--- src/rtl/mem_access_stage.sv ---
// rtl/mem_access_stage.sv - EX/MEM + MEM/WB stage with dmem handshake, lane steering and bus timeout
module mem_access_stage #(
    parameter int TIMEOUT_CYCLES = 16,
    parameter int CNT_W          = 5
) (
    input  logic        clk,
    input  logic        rst,
    input  logic        ex_valid,
    input  logic [31:0] ex_alu_result,
    input  logic [31:0] ex_store_data,
    input  logic [31:0] ex_pc,
    input  logic [4:0]  ex_rd,
    input  logic        ex_reg_wen,
    input  logic [1:0]  ex_wbsel,
    input  logic        ex_mem_read,
    input  logic        ex_mem_write,
    input  logic [2:0]  ex_funct3,
    input  logic        ex_csr_reg_en,
    input  logic [31:0] ex_csr_rresult,
    input  logic        flush,
    output logic        dmem_req,
    output logic        dmem_we,
    output logic [31:0] dmem_addr,
    output logic [31:0] dmem_wdata,
    output logic [3:0]  dmem_be,
    input  logic        dmem_ack,
    input  logic [31:0] dmem_rdata,
    output logic        mem_stall,
    output logic [31:0] MEMAlu,
    output logic        MEM_csr_reg_en,
    output logic [31:0] MEM_csr_rresult,
    output logic [31:0] WBdmem,
    output logic [31:0] WBAlu,
    output logic [31:0] WBPC,
    output logic [1:0]  WBSel,
    output logic        WB_csr_reg_en,
    output logic [31:0] WB_csr_rresult,
    output logic [4:0]  wb_rd,
    output logic        wb_reg_wen,
    output logic        misalign_exc,
    output logic        bus_err,
    output logic [31:0] exc_addr
);

    typedef enum logic {S_IDLE, S_BUSY} state_t;

    localparam logic [CNT_W-1:0] TIMEOUT_V = CNT_W'(TIMEOUT_CYCLES);
    localparam logic [CNT_W-1:0] CNT_ONE   = CNT_W'(1);

    state_t           state_q, state_d;
    logic [CNT_W-1:0] cnt_q, cnt_d;

    logic        mem_valid_q, mem_reg_wen_q, mem_read_q, mem_write_q, mem_csr_en_q;
    logic [31:0] mem_alu_q, mem_store_q, mem_pc_q, mem_csr_val_q;
    logic [4:0]  mem_rd_q;
    logic [1:0]  mem_wbsel_q;
    logic [2:0]  mem_funct3_q;

    logic        wb_reg_wen_q, wb_csr_en_q;
    logic [31:0] wb_dmem_q, wb_alu_q, wb_pc_q, wb_csr_val_q, exc_addr_q;
    logic [4:0]  wb_rd_q;
    logic [1:0]  wb_sel_q;

    logic        mem_access, misaligned, memop, timeout;
    logic [7:0]  ld_byte;
    logic [15:0] ld_half;
    logic [31:0] ld_ext;

    // MEM register: advance from EX unless stalled; squashed or empty slots become bubbles
    always_ff @(posedge clk) begin
        if (rst) begin
            mem_valid_q   <= 1'b0;
            mem_alu_q     <= '0;
            mem_store_q   <= '0;
            mem_pc_q      <= '0;
            mem_rd_q      <= '0;
            mem_reg_wen_q <= 1'b0;
            mem_wbsel_q   <= '0;
            mem_read_q    <= 1'b0;
            mem_write_q   <= 1'b0;
            mem_funct3_q  <= '0;
            mem_csr_en_q  <= 1'b0;
            mem_csr_val_q <= '0;
        end else if (!mem_stall) begin
            mem_valid_q <= ex_valid & ~flush;
            if (ex_valid && !flush) begin
                mem_alu_q     <= ex_alu_result;
                mem_store_q   <= ex_store_data;
                mem_pc_q      <= ex_pc;
                mem_rd_q      <= ex_rd;
                mem_reg_wen_q <= ex_reg_wen;
                mem_wbsel_q   <= ex_wbsel;
                mem_read_q    <= ex_mem_read;
                mem_write_q   <= ex_mem_write;
                mem_funct3_q  <= ex_funct3;
                mem_csr_en_q  <= ex_csr_reg_en;
                mem_csr_val_q <= ex_csr_rresult;
            end
        end
    end

    // Halfwords need bit 0 clear, words need both low bits clear; bytes are always aligned
    assign mem_access = mem_valid_q & (mem_read_q | mem_write_q);
    assign misaligned = mem_access &
                        (((mem_funct3_q[1:0] == 2'b01) & mem_alu_q[0]) |
                         ((mem_funct3_q[1:0] == 2'b10) & (|mem_alu_q[1:0])));
    assign memop      = mem_access & ~misaligned;

    // FSM state and timeout counter registers
    always_ff @(posedge clk) begin
        if (rst) begin
            state_q <= S_IDLE;
            cnt_q   <= '0;
        end else begin
            state_q <= state_d;
            cnt_q   <= cnt_d;
        end
    end

    // Handshake: same-cycle ack is zero-wait; otherwise stall in BUSY until ack or timeout
    always_comb begin
        state_d   = state_q;
        cnt_d     = cnt_q;
        mem_stall = 1'b0;
        timeout   = 1'b0;
        case (state_q)
            S_IDLE: begin
                if (memop && !dmem_ack) begin
                    mem_stall = 1'b1;
                    state_d   = S_BUSY;
                    cnt_d     = CNT_ONE;
                end
            end
            S_BUSY: begin
                if (!memop || dmem_ack) begin
                    state_d = S_IDLE;
                    cnt_d   = '0;
                end else if (cnt_q == TIMEOUT_V) begin
                    timeout = 1'b1;
                    state_d = S_IDLE;
                    cnt_d   = '0;
                end else begin
                    mem_stall = 1'b1;
                    cnt_d     = cnt_q + CNT_ONE;
                end
            end
        endcase
    end

    // Store lane steering: replicate data across lanes and enable only the addressed bytes
    always_comb begin
        dmem_be    = 4'b0000;
        dmem_wdata = 32'h0;
        if (memop) begin
            if (mem_write_q) begin
                case (mem_funct3_q[1:0])
                    2'b00: begin
                        dmem_be    = 4'b0001 << mem_alu_q[1:0];
                        dmem_wdata = {4{mem_store_q[7:0]}};
                    end
                    2'b01: begin
                        dmem_be    = 4'b0011 << {mem_alu_q[1], 1'b0};
                        dmem_wdata = {2{mem_store_q[15:0]}};
                    end
                    default: begin
                        dmem_be    = 4'b1111;
                        dmem_wdata = mem_store_q;
                    end
                endcase
            end else begin
                dmem_be = 4'b1111;
            end
        end
    end

    // Load extraction: pick byte/half by address, then sign- or zero-extend
    always_comb begin
        ld_byte = dmem_rdata[7:0];
        case (mem_alu_q[1:0])
            2'b00: ld_byte = dmem_rdata[7:0];
            2'b01: ld_byte = dmem_rdata[15:8];
            2'b10: ld_byte = dmem_rdata[23:16];
            2'b11: ld_byte = dmem_rdata[31:24];
        endcase
        ld_half = mem_alu_q[1] ? dmem_rdata[31:16] : dmem_rdata[15:0];
        case (mem_funct3_q)
            3'b000:  ld_ext = {{24{ld_byte[7]}}, ld_byte};
            3'b001:  ld_ext = {{16{ld_half[15]}}, ld_half};
            3'b100:  ld_ext = {24'h0, ld_byte};
            3'b101:  ld_ext = {16'h0, ld_half};
            default: ld_ext = dmem_rdata;
        endcase
    end

    assign dmem_req     = memop;
    assign dmem_we      = memop & mem_write_q;
    assign dmem_addr    = {mem_alu_q[31:2], 2'b00};
    assign misalign_exc = misaligned;
    assign bus_err      = timeout;
    assign exc_addr     = (misaligned | timeout) ? mem_alu_q : exc_addr_q;

    // Remember the last faulting address so it stays visible after the pulse
    always_ff @(posedge clk) begin
        if (rst) exc_addr_q <= '0;
        else     exc_addr_q <= exc_addr;
    end

    // WB register: advance when not stalled; a stall cycle inserts a write-disabled bubble
    always_ff @(posedge clk) begin
        if (rst) begin
            wb_reg_wen_q <= 1'b0;
            wb_rd_q      <= '0;
            wb_dmem_q    <= '0;
            wb_alu_q     <= '0;
            wb_pc_q      <= '0;
            wb_sel_q     <= '0;
            wb_csr_en_q  <= 1'b0;
            wb_csr_val_q <= '0;
        end else if (mem_stall) begin
            wb_reg_wen_q <= 1'b0;
        end else begin
            wb_reg_wen_q <= mem_valid_q & mem_reg_wen_q & ~misaligned & ~timeout;
            wb_rd_q      <= mem_rd_q;
            wb_alu_q     <= mem_alu_q;
            wb_pc_q      <= mem_pc_q;
            wb_sel_q     <= mem_wbsel_q;
            wb_csr_en_q  <= mem_csr_en_q;
            wb_csr_val_q <= mem_csr_val_q;
            if (memop && mem_read_q && dmem_ack)
                wb_dmem_q <= ld_ext;
        end
    end

    assign MEMAlu          = mem_alu_q;
    assign MEM_csr_reg_en  = mem_csr_en_q;
    assign MEM_csr_rresult = mem_csr_val_q;
    assign WBdmem          = wb_dmem_q;
    assign WBAlu           = wb_alu_q;
    assign WBPC            = wb_pc_q;
    assign WBSel           = wb_sel_q;
    assign WB_csr_reg_en   = wb_csr_en_q;
    assign WB_csr_rresult  = wb_csr_val_q;
    assign wb_rd           = wb_rd_q;
    assign wb_reg_wen      = wb_reg_wen_q;

endmodule

--- config.mk ---
export PLATFORM = sky130hd
export DESIGN_NAME = mem_access_stage
export DESIGN_NICKNAME = d
export VERILOG_FILES = /design/src/rtl/mem_access_stage.sv
export SDC_FILE = /design/constraint.sdc
export NUM_CORES = 1
export LEC_CHECK = 0
export CORE_MARGIN = 2
export CORE_UTILIZATION = 35
export CTS_CLUSTER_SIZE = 14
export DETAILED_ROUTE_END_ITERATION = 6
export PLACE_DENSITY_LB_ADDON = 0.15
export SETUP_SLACK_MARGIN = 0.5
export SYNTH_ARGS = -nofsm -noshare
export SYNTH_HDL_FRONTEND = slang
export SYNTH_SLANG_ARGS = --single-unit
--- constraint.sdc ---
create_clock -name clk -period 3.8 [get_ports clk]
set_input_delay 0.76 -clock clk [delete_from_list [all_inputs] [get_ports clk]]
set_output_delay 0.76 -clock clk [all_outputs]
set_load 0.02 [all_outputs]
==> results of run 1 <==
## flip-flops by register name, indices dropped and copies added, names as in the netlist
| signal | count |
|---|---|
| MEMAlu | 32 |
| MEM_csr_rresult | 32 |
| WBAlu | 32 |
| WBPC | 32 |
| WB_csr_rresult | 32 |
| WBdmem | 32 |
| exc_addr_q | 32 |
| mem_pc_q | 32 |
| mem_store_q | 32 |
| cnt_q | 5 |
| mem_rd_q | 5 |
| wb_rd | 5 |
| mem_funct3_q | 3 |
| WBSel | 2 |
| mem_wbsel_q | 2 |
| MEM_csr_reg_en | 1 |
| WB_csr_reg_en | 1 |
| mem_read_q | 1 |
| mem_reg_wen_q | 1 |
| mem_valid_q | 1 |
| mem_write_q | 1 |
| state_q | 1 |
| wb_reg_wen | 1 |
## kinds of logic (layout without fill, tap and decap cells)
| group | after synthesis | count (layout) | synth area share |
|---|---|---|---|
| xor gates and xnor gates | 2 | 2 | 0.00101 |
| adders and majority gates | 2 | 2 | 0.00145 |
| other | 1 | 15 | 0.000217 |
| buffers and inverters | 266 | 639 | 0.0773 |
| and+or+nand+nor | 624 | 624 | 0.186 |
| AOI/OAI and AO/OA | 596 | 596 | 0.228 |
| DFF | 318 | 318 | 0.368 |
| muxes | 232 | 232 | 0.138 |
## area by class of cell
cell class | instances | area [um2] | area share
inverters | 16 | 70.1 | 0.00294
diodes | 13 | 32.5 | 0.00137
flip-flops and latches | 318 | 6380 | 0.268
multi-input cells | 1458 | 9700 | 0.407
clock buffers | 57 | 1170 | 0.0491
clock inverters | 17 | 201 | 0.00846
repair buffers | 549 | 5420 | 0.228
well taps | 664 | 831 | 0.0349
## per-layer routing
metal	vias to the layer above	track usage
met1	8261	0.312
met4	16	0.0862
met3	114	0.0638
li1	8035	-
met5	-	0
met2	502	0.380
## cell usage in the layout, fill, tap and decap left out, types with 35 or more instances in the layout
cell / n
mux2_2: 39
nand2_1: 221
and3_1: 143
nor2_1: 62
a31o_2: 80
clkbuf_16: 45
dfxtp_1: 313
a21oi_1: 275
dlygate4sd2_1: 35
buf_4: 45
clkdlybuf4s50_1: 414
nand2b_1: 155
o211ai_1: 144
mux2i_1: 191
## what timing repair did
| action | 4_1_cts | 5_1_grt |
|---|---|---|
| buffers inserted | 13 | 5 |
| gates resized for setup | 169 | 21 |
| endpoints found under the setup margin | 72 | 83 |
| cloned | 2 | 4 |
| pin swaps | 0 | 4 |
## stage by stage
step | util | instance area [um2] | total power [uW] | hold slack, ps
finish | 0.487 | 23800 | 8610 | 450
global route | 0.487 | 23800 | 8890 | 469
CTS | 0.483 | 23600 | 8690 | 446
detailed placement | 0.455 | 22200 | 4660 | 438
global placement | 0.455 | 22200 | 4650 | 426
floorplan | - | 17300 | 4150 | 416
## worst reg2reg max path, stage by stage (launching register included)
cell and delay, ps:
dfxtp_4 360, inv_4 60, ha_4 110, and4bb_4 260, nand3b_1 120, buf_4 150
buf_4 120, buf_4 120, buf_4 120, buf_4 120, buf_4 120, buf_4 120
buf_4 120, buf_4 120, buf_4 120, buf_4 120, buf_4 130, a21oi_4 140
buf_12 160, buf_12 150, mux2i_1 220
## worst min path at each step
stage | startpoint | endpoint | slack [ps] | cells past startpoint
floorplan | mem_reg_wen_q | wb_reg_wen | 420 | 2
global placement | mem_reg_wen_q | wb_reg_wen | 430 | 2
detailed placement | mem_reg_wen_q | wb_reg_wen | 440 | 2
CTS | mem_reg_wen_q | wb_reg_wen | 450 | 2
global route | exc_addr_q[4] | exc_addr_q[4] | 470 | 2
finish | mem_reg_wen_q | wb_reg_wen | 450 | 2
## power breakdown
group          total, uW  switching [uW]  internal, uW
clock network       4010            1590          2420
logic               1070             542           527
registers           3530            80.7          3450
total               8610            2210          6390
==> results.md, run 1 <==
* Run status: completed
* Depth of the most critical reg-to-reg path at 20
* Avg Inst Size Synth at roughly 8.5 um2
* H-tree Lvls at 2
* P_leak at 0.00894 uW
* Vias/cell at roughly 5.5
* Final setup TNS at 0 ps
* Clock skew at roughly 28 ps
* Nature of the critical path startpoint: flop
* R2R Path End: exc_addr_q[21]
* Worst rel slew slack at 0.219
* Reg clk slew, reported paths at roughly 60 ps
* MaxCap Viol Count at 0
* Critical-path top delay cell: dfxtp_4
* Worst Hold Class: flop to flop
* CTS tree: yes
* Total GRT Usage at 0.239
* # setup viols final at 0
* Critical path destination: exc_addr[13]
* Longest Clk Path Bufs at 3
* Largest net degree at the start of global routing at between 150 and 200
* CP max FO at 4
* Yosys reg bits at 318
* First drt pass iteration count at 5
* Non-Filler Instances at about 3100
* Synth Warn # at 0
* Slew Limit Fails at 0
* Num CTS Buffers at 40
* Synth cell types at 50
* Drt drc at 0
* Post-Syn Area at ~17000 um2
* Worst Setup SP: cnt_q[0]
* Cell taking the most area after synthesis: dfxtp_1
* Stages on worst setup path at 9
* Top Metal Used: met5
* Synth Instances at slightly above 2000
* RSZ-0062 raised after global routing: no
* Worst EP arrival at about 2500 ps
* Die width at between 200 and 250 um
* Full die area at between 50000 and 60000 um2
* Initial antenna violation count at 19
* Final period util at 0.854
* M1 wire length at between 20 and 30 mm
* Clk root buf: clkbuf_16
* Average wire per standard cell at 21.0 um
* Dpl cells at around 3000
* Setup WS post-layout at about 560 ps
* Vias in the first global route at between 15000 and 20000
* Crit path cell chain: inv_4 > ha_4 > and4bb_4 > nand3b_1 > a21o_4 > buf_6 > clkbuf_16 > mux2_4 > buf_6
* CP delay by family, top: buffers and inverters
* Routed met3 length at roughly 4.5 mm
* Initial core utilization at 0.354
* Largest cells by area after synthesis: dfxtp_1 37%, mux2i_1 11%, a21oi_1 8.0%, o211ai_1 6.3%, nand2b_1 5.6%
* Vias at between 15000 and 20000
* Worst vdd ir at slightly above 300 uV
* Die height at between 200 and 250 um
* Row cnt at 81
* Origin of the critical flop-to-flop path: cnt_q[0]
* PwrDens at 362 nW/um2
* Async SR Flop Fraction at 0
* GRT Residual Overflow at 0
* Top_reg_cell synth: dfxtp_1
* Nets at 2564
* Initial DRC count at between 1000 and 1500
* Clock Sink Count at roughly 320
* Crit path buf inv count at 4
* Met2 Wirelength at ~30 mm
* Dpl hpwl at between 30 and 40 mm
* Worst endpoint required time at ~3000 ps
* Seq/Total Area, Yosys at 0.368
* Clock latency at the later pin of the worst-skew pair at 570 ps
* First-pass GRT wire length at ~97 mm
* Worst-margin pin slew at between 1000 and 1500 ps
* Final Hold Viols at 0
* # IOs at about 490
* Top-area cell type share of the netlist area at 0.368
* Fillcell total at 4700
* Post-synth EDFFs at 0
* Most common cell in the synthesized netlist: dfxtp_1
* Min Clock Period, post-route at 3240 ps
* Core Area at between 40000 and 50000 um2
* Kind of critical path: flop to output pin
* RePlAce Congestion at 0.827
* Hold_buf cts at 0
* # port buffers at roughly 480
* Final wirelength at around 65 mm
* Setup slack, reg-to-reg at ~650 ps
* Placement Setup Slack at ~270 ps
* Setup crit end kind: output pin
* Routed Antenna Nets at 0
* Top cells by count, synth: 318 x dfxtp_1, 277 x a21oi_1, 222 x nand2_1
* Layout cells sized above 1 at 0.128
* Most used cell, CP: buf_6
* CP max stage delay at between 300 and 400 ps
* FMAX at 308 MHz
* Syn-to-layout area delta at 37.6%
Power figures use the tool's default switching activity.
==> run 2: changes to the inputs <==
--- a/config.mk
+++ b/config.mk
@@ -10,7 +10,7 @@
 export CTS_CLUSTER_SIZE = 14
 export DETAILED_ROUTE_END_ITERATION = 6
 export PLACE_DENSITY_LB_ADDON = 0.15
-export SETUP_SLACK_MARGIN = 0.5
+export SETUP_SLACK_MARGIN = 0.15
 export SYNTH_ARGS = -nofsm -noshare
 export SYNTH_HDL_FRONTEND = slang
 export SYNTH_SLANG_ARGS = --single-unit
==> run 2 against run 1 <==
Compared with the run above:
- design area shrank 0.36%
- core utilization shrank 0.18 points
- largest cell class unchanged
- register-to-register slack lost 50 ps
- final cell count shrank 0.74%
- wire length shrank 2.0%
- count of clock-buffer cells in the layout is the same
==> results.md, run 2 (synthesis results as in run 1) <==
* Run status: completed
* Routed Antenna Nets at 0
* Most frequent cells in the layout: 450 x clkdlybuf4s50_1, 315 x dfxtp_1, 275 x a21oi_1
* RePlAce Congestion at about 0.83
* Final setup TNS at 0 ps
* Dpl hpwl at 39.4 mm
* Switching pwr at between 2000 and 2500 uW
* Die height at 226 um
* Initial DRC count at between 1000 and 1500
* Clock skew at between 20 and 30 ps
* Worst Setup SP: mem_funct3_q[1]
* Final Hold Viols at 0
* RSZ-0062 raised after global routing: no
* Core Area at roughly 49000 um2
* Kind of critical path: flop to output pin
* # port buffers at 483
* Initial core utilization at 0.354
* Row cnt at approximately 80
* Num CTS Buffers at 40
* Clock power share at 0.466
* Sequential power share at 0.410
* Worst EP arrival at 2720 ps
* MaxCap Viol Count at 0
* Full die area at 51200 um2
* CP max FO at 25
* Setup crit end kind: output pin
* # setup viols final at 0
* Min Clock Period, post-route at 3480 ps
* Worst vdd ir at between 300 and 400 uV
* Reg clk slew, reported paths at ~60 ps
* Clock latency at the later pin of the worst-skew pair at about 570 ps
* Hold path startpoint: mem_reg_wen_q
* Nets at around 2500
* Postcts setup bufs at 0
* Origin of the critical flop-to-flop path: cnt_q[0]
* First-pass GRT wire length at roughly 96 mm
* Syn-to-layout area delta at 37.1%
* Drt drc at 0
* Slew Limit Fails at 0
* Worst rel slew slack at 0.220
* Net Sw Frac at 0.256
* Hold_buf cts at 0
* Vias in the first global route at roughly 16000
* FMAX at 288 MHz
* Final period util at 0.915
* Hold_ws at around 450 ps
* Worst endpoint required time at 3040 ps
* GRT Residual Overflow at 0
* Clock Sink Count at roughly 320
* First drt pass iteration count at 5
* Clk root buf: clkbuf_16
* Worst-margin pin slew at between 1000 and 1500 ps
* Comb pwr share at 0.124
* # IOs at between 400 and 500
* Pint at between 6000 and 7000 uW
* Nature of the critical path startpoint: flop
* Die width at approximately 230 um
* H-tree Lvls at 2
* CTS tree: yes
* Commonest non-fill, non-tap cell in the layout: clkdlybuf4s50_1
* Longest Clk Path Bufs at 3
* Largest net degree at the start of global routing at roughly 180
* PwrDens at approximately 360 nW/um2
* Layout cells sized above 1 at 0.105
* Worst Hold Class: flop to flop
* P_leak at 0.00895 uW
* Total GRT Usage at 0.238
* Initial antenna violation count at 19
* Average wire per standard cell at 20.8 um
* Vias at approximately 17000
* Fillcell total at between 4000 and 5000
* Vias/cell at 5.49
* Final wirelength at between 60 and 70 mm
[run 2: what timing repair did]
action	4_1_cts	5_1_grt
cloned	1	0
resized for setup	19	22
setup endpoints to repair	44	27
[run 2: layout make-up]
cell class | count | area, um2 | share of cell area
antenna | 13 | 32.5 | 0.00137
clock buffer | 57 | 1170 | 0.0492
clock inverter | 17 | 201 | 0.00850
inverter | 16 | 71.3 | 0.00301
multi-input combinational | 1458 | 9680 | 0.408
sequential | 318 | 6370 | 0.269
tap | 664 | 831 | 0.0350
timing repair buffer | 526 | 5360 | 0.226
[run 2: critical path, stage by stage, from the launching register on]
cell and delay, ps:
dfxtp_2 400, xor2_4 270, a21oi_4 130, nand3_1 110
buf_4 290, clkinvlp_4 210, and2_1 180, clkdlybuf4s50_1 540
[run 2: power groups by stage]
stage	Combinational [uW]	Sequential, uW	Clock (uW)
after detailed placement	1060	3600	0
after global routing	1150	3540	4210
after floorplan	489	3660	0
after CTS	1070	3530	4090
final	1070	3530	4000
after global placement	1050	3590	0
[run 2: path summary, 6_finish.rpt]
check,end,slack (ps),cells past startpoint
worst max-delay path,dmem_wdata[2],320,7
worst min-delay path,wb_reg_wen,450,2
worst max register to register,mem_pc_q[20],600,8
worst min register to register,wb_reg_wen,450,2
[run 2: stage by stage]
| step | worst slack, ps | power [uW] | utilization | cell area, um2 | instances |
|---|---|---|---|---|---|
| after floorplan | 1080 | 4150 | - | 17300 | 2042 |
| after global placement | 285 | 4650 | 0.455 | 22200 | 2981 |
| after detailed placement | 266 | 4660 | 0.455 | 22200 | 2981 |
| after CTS | 82.1 | 8690 | 0.483 | 23600 | 3056 |
| after global routing | 165 | 8890 | 0.485 | 23700 | 3065 |
| final | 324 | 8600 | 0.485 | 23700 | 3069 |
[run 2: per-layer routing]
| metal | share of wire | vias up | GRT usage | wire length [um] |
|---|---|---|---|---|
| met5 | 0.0018 | - | 0 | 115 |
| met4 | 0.029 | 16 | 0.0893 | 1840 |
| met3 | 0.074 | 115 | 0.0641 | 4700 |
| met2 | 0.46 | 531 | 0.375 | 29300 |
| met1 | 0.44 | 8200 | 0.309 | 27800 |
| li1 | - | 7984 | - | - |
==> run 3: changes to the inputs <==
--- a/config.mk
+++ b/config.mk
@@ -5,10 +5,10 @@
 export SDC_FILE = /design/constraint.sdc
 export NUM_CORES = 1
 export LEC_CHECK = 0
-export CORE_MARGIN = 2
-export CORE_UTILIZATION = 35
+export CORE_AREA = 2 2 190 192
 export CTS_CLUSTER_SIZE = 14
 export DETAILED_ROUTE_END_ITERATION = 6
+export DIE_AREA = 0 0 192 194
 export PLACE_DENSITY_LB_ADDON = 0.15
 export SETUP_SLACK_MARGIN = 0.15
 export SYNTH_ARGS = -nofsm -noshare
==> run 3 against run 2 <==
Compared with the run above:
- worst setup slack got worse by 100 ps
- final cell count is 7.0% lower
- highest routed layer unchanged
- power shrank 6.1%
- global-route usage rose by 6.7 points
==> results.md, run 3 (synthesis results as in run 1) <==
* Run status: completed
* Vias at 16900
* Clock power share at 0.432
* Routed Antenna Nets at 0
* Largest net degree at the start of global routing at ~180
* Full die area at roughly 37000 um2
* Worst Setup SP: cnt_q[0]
* # setup viols final at 0
* Sequential power share at 0.437
* RSZ-0062 raised after global routing: no
* Setup slack, reg-to-reg at around 690 ps
* First drt pass iteration count at 7
* Clock Sink Count at 318
* Die width at approximately 190 um
* Final Hold Viols at 0
* Pint at about 6000 uW
* Worst rel slew slack at 0.251
* Worst Hold End: wb_reg_wen
* Worst vdd ir at 315 uV
* Nature of the critical path startpoint: flop
* Die height at 194 um
* Syn-to-layout area delta at 34.4%
* Critical-path top delay cell: clkdlybuf4s50_1
* Comb pwr share at 0.131
* FMAX at 279 MHz
* Origin of the critical flop-to-flop path: cnt_q[0]
* CP max FO at 18
* Dpl cells at ~2800
* # port buffers at ~480
* Clock skew at about 18 ps
* Most frequent cells in the layout: 467 x clkdlybuf4s50_1, 316 x dfxtp_1, 276 x a21oi_1
* Core Area at 35200 um2
* # IOs at approximately 500
* Net Sw Frac at 0.253
* Final period util at 0.942
* WHS Path Cells at 2
* Crit path buf inv count at 3
* Depth of the most critical reg-to-reg path at 8
* Dpl hpwl at 37.3 mm
* Worst EP arrival at roughly 2800 ps
* Worst Hold Class: flop to flop
* Fillcell total at between 2000 and 3000
* Commonest non-fill, non-tap cell in the layout: clkdlybuf4s50_1
* Vias/cell at around 5.9
* Clock latency at the later pin of the worst-skew pair at between 500 and 600 ps
* Total GRT Usage at 0.304
* MaxCap Viol Count at 0
* Nets at about 2500
* Initial core utilization at 0.491
* H-tree Lvls at 2
* Kind of critical path: flop to output pin
* Crit path cell chain: inv_1 > ha_1 > and4bb_4 > nand3b_1 > a21o_4 > buf_12 > mux2_2 > clkdlybuf4s50_1
* Initial DRC count at 1431
* PwrDens at between 300 and 400 nW/um2
* Min Clock Period, post-route at about 3600 ps
* Non-Filler Instances at between 2000 and 3000
* CP max stage delay at around 530 ps
* Reg clk slew, reported paths at approximately 60 ps
* Num CTS Buffers at 37
* Final setup TNS at 0 ps
* Initial antenna violation count at 12
* Worst-margin pin slew at approximately 1100 ps
* Layout cells sized above 1 at 0.0990
* CTS tree: yes
* Hold path startpoint: mem_reg_wen_q
* Clk root buf: clkbuf_16
* Worst endpoint required time at between 3000 and 4000 ps
* Setup crit end kind: output pin
* CP delay by family, top: buffers and inverters
* Hold_buf cts at 0
* Average wire per standard cell at roughly 21 um
* Row cnt at a little under 70
* Drt drc at 0
* Core Util, Final at 0.660
* First-pass GRT wire length at 91.4 mm
* RePlAce Congestion at 0.945
* Longest Clk Path Bufs at 3
* GRT Residual Overflow at 0
* P_leak at 0.00871 uW
* Slew Limit Fails at 0
* Vias in the first global route at ~16000
* R2R Path End: mem_pc_q[9]
* Switching pwr at between 2000 and 2500 uW
* Final wirelength at approximately 59 mm
run 3: cell types whose count changed in the layout (fill, tap and decap cells not counted), sizes merged:
cell           change
clkbuf             -2
diode              -3
dlygate4sd2       -13
clkinvlp           -1
bufinv             -2
clkdlybuf4s50     +17
clkinv             -3
dlymetal6s2s       -4
run 3: power groups by stage:
stage	combinational (uW)	clock [uW]	sequential [uW]
2_1_floorplan	489	0	3660
3_3_place_gp	1030	0	3600
3_5_place_dp	1050	0	3600
4_1_cts	1050	3550	3530
5_1_grt	1130	3680	3540
6_report	1060	3490	3530
run 3: layout make-up:
class	instances	area, um2	share of cell area
diodes	10	25.0	0.00108
multi-input cells	1458	9660	0.416
inverters	16	67.6	0.00291
repair buffers	526	5370	0.231
clock buffers	55	1050	0.0453
flip-flops and latches	318	6370	0.274
clock inverters	11	118	0.00506
well taps	461	577	0.0248
run 3: worst max path at each step:
stage                              end  depth (start not counted)  slack [ps]
after floorplan           exc_addr[24]                          9        1080
after global placement    exc_addr[27]                          6         200
after detailed placement  exc_addr[20]                          6         120
after CTS                 exc_addr[27]                          8         190
after global routing      exc_addr[16]                          8         150
final                     exc_addr[16]                          8         220
run 3: tightest hold or removal path: cells and delay by family, from the launching register on:
family           cells  cell delay (ps)
DFF                  1              310
and+or+nand+nor      2               90
run 3: timing repair:
| item | in CTS | in global routing |
|---|---|---|
| gates resized for setup | 2 | 16 |
| gates cloned | 0 | 0 |
| pin swaps | 1 | 1 |
| setup endpoints to repair | 35 | 23 |
| buffers inserted | 1 | 0 |
run 3: per-layer routing:
layer,track usage,up-vias,share of wire
li1,-,7952,-
met1,0.389,8104,0.40
met2,0.496,745,0.48
met3,0.0626,131,0.083
met4,0.129,4,0.039
met5,0,-,0.00045
run 3: metrics by stage:
stage / cell area (um2) / setup slack (ps) / total power, uW / hold slack, ps
2_1_floorplan: 17300 / 1080 / 4150 / 416
3_5_place_dp: 22000 / 124 / 4650 / 436
3_3_place_gp: 22000 / 196 / 4630 / 438
4_1_cts: 23200 / 186 / 8130 / 450
6_report: 23200 / 220 / 8070 / 449
5_1_grt: 23200 / 152 / 8350 / 458
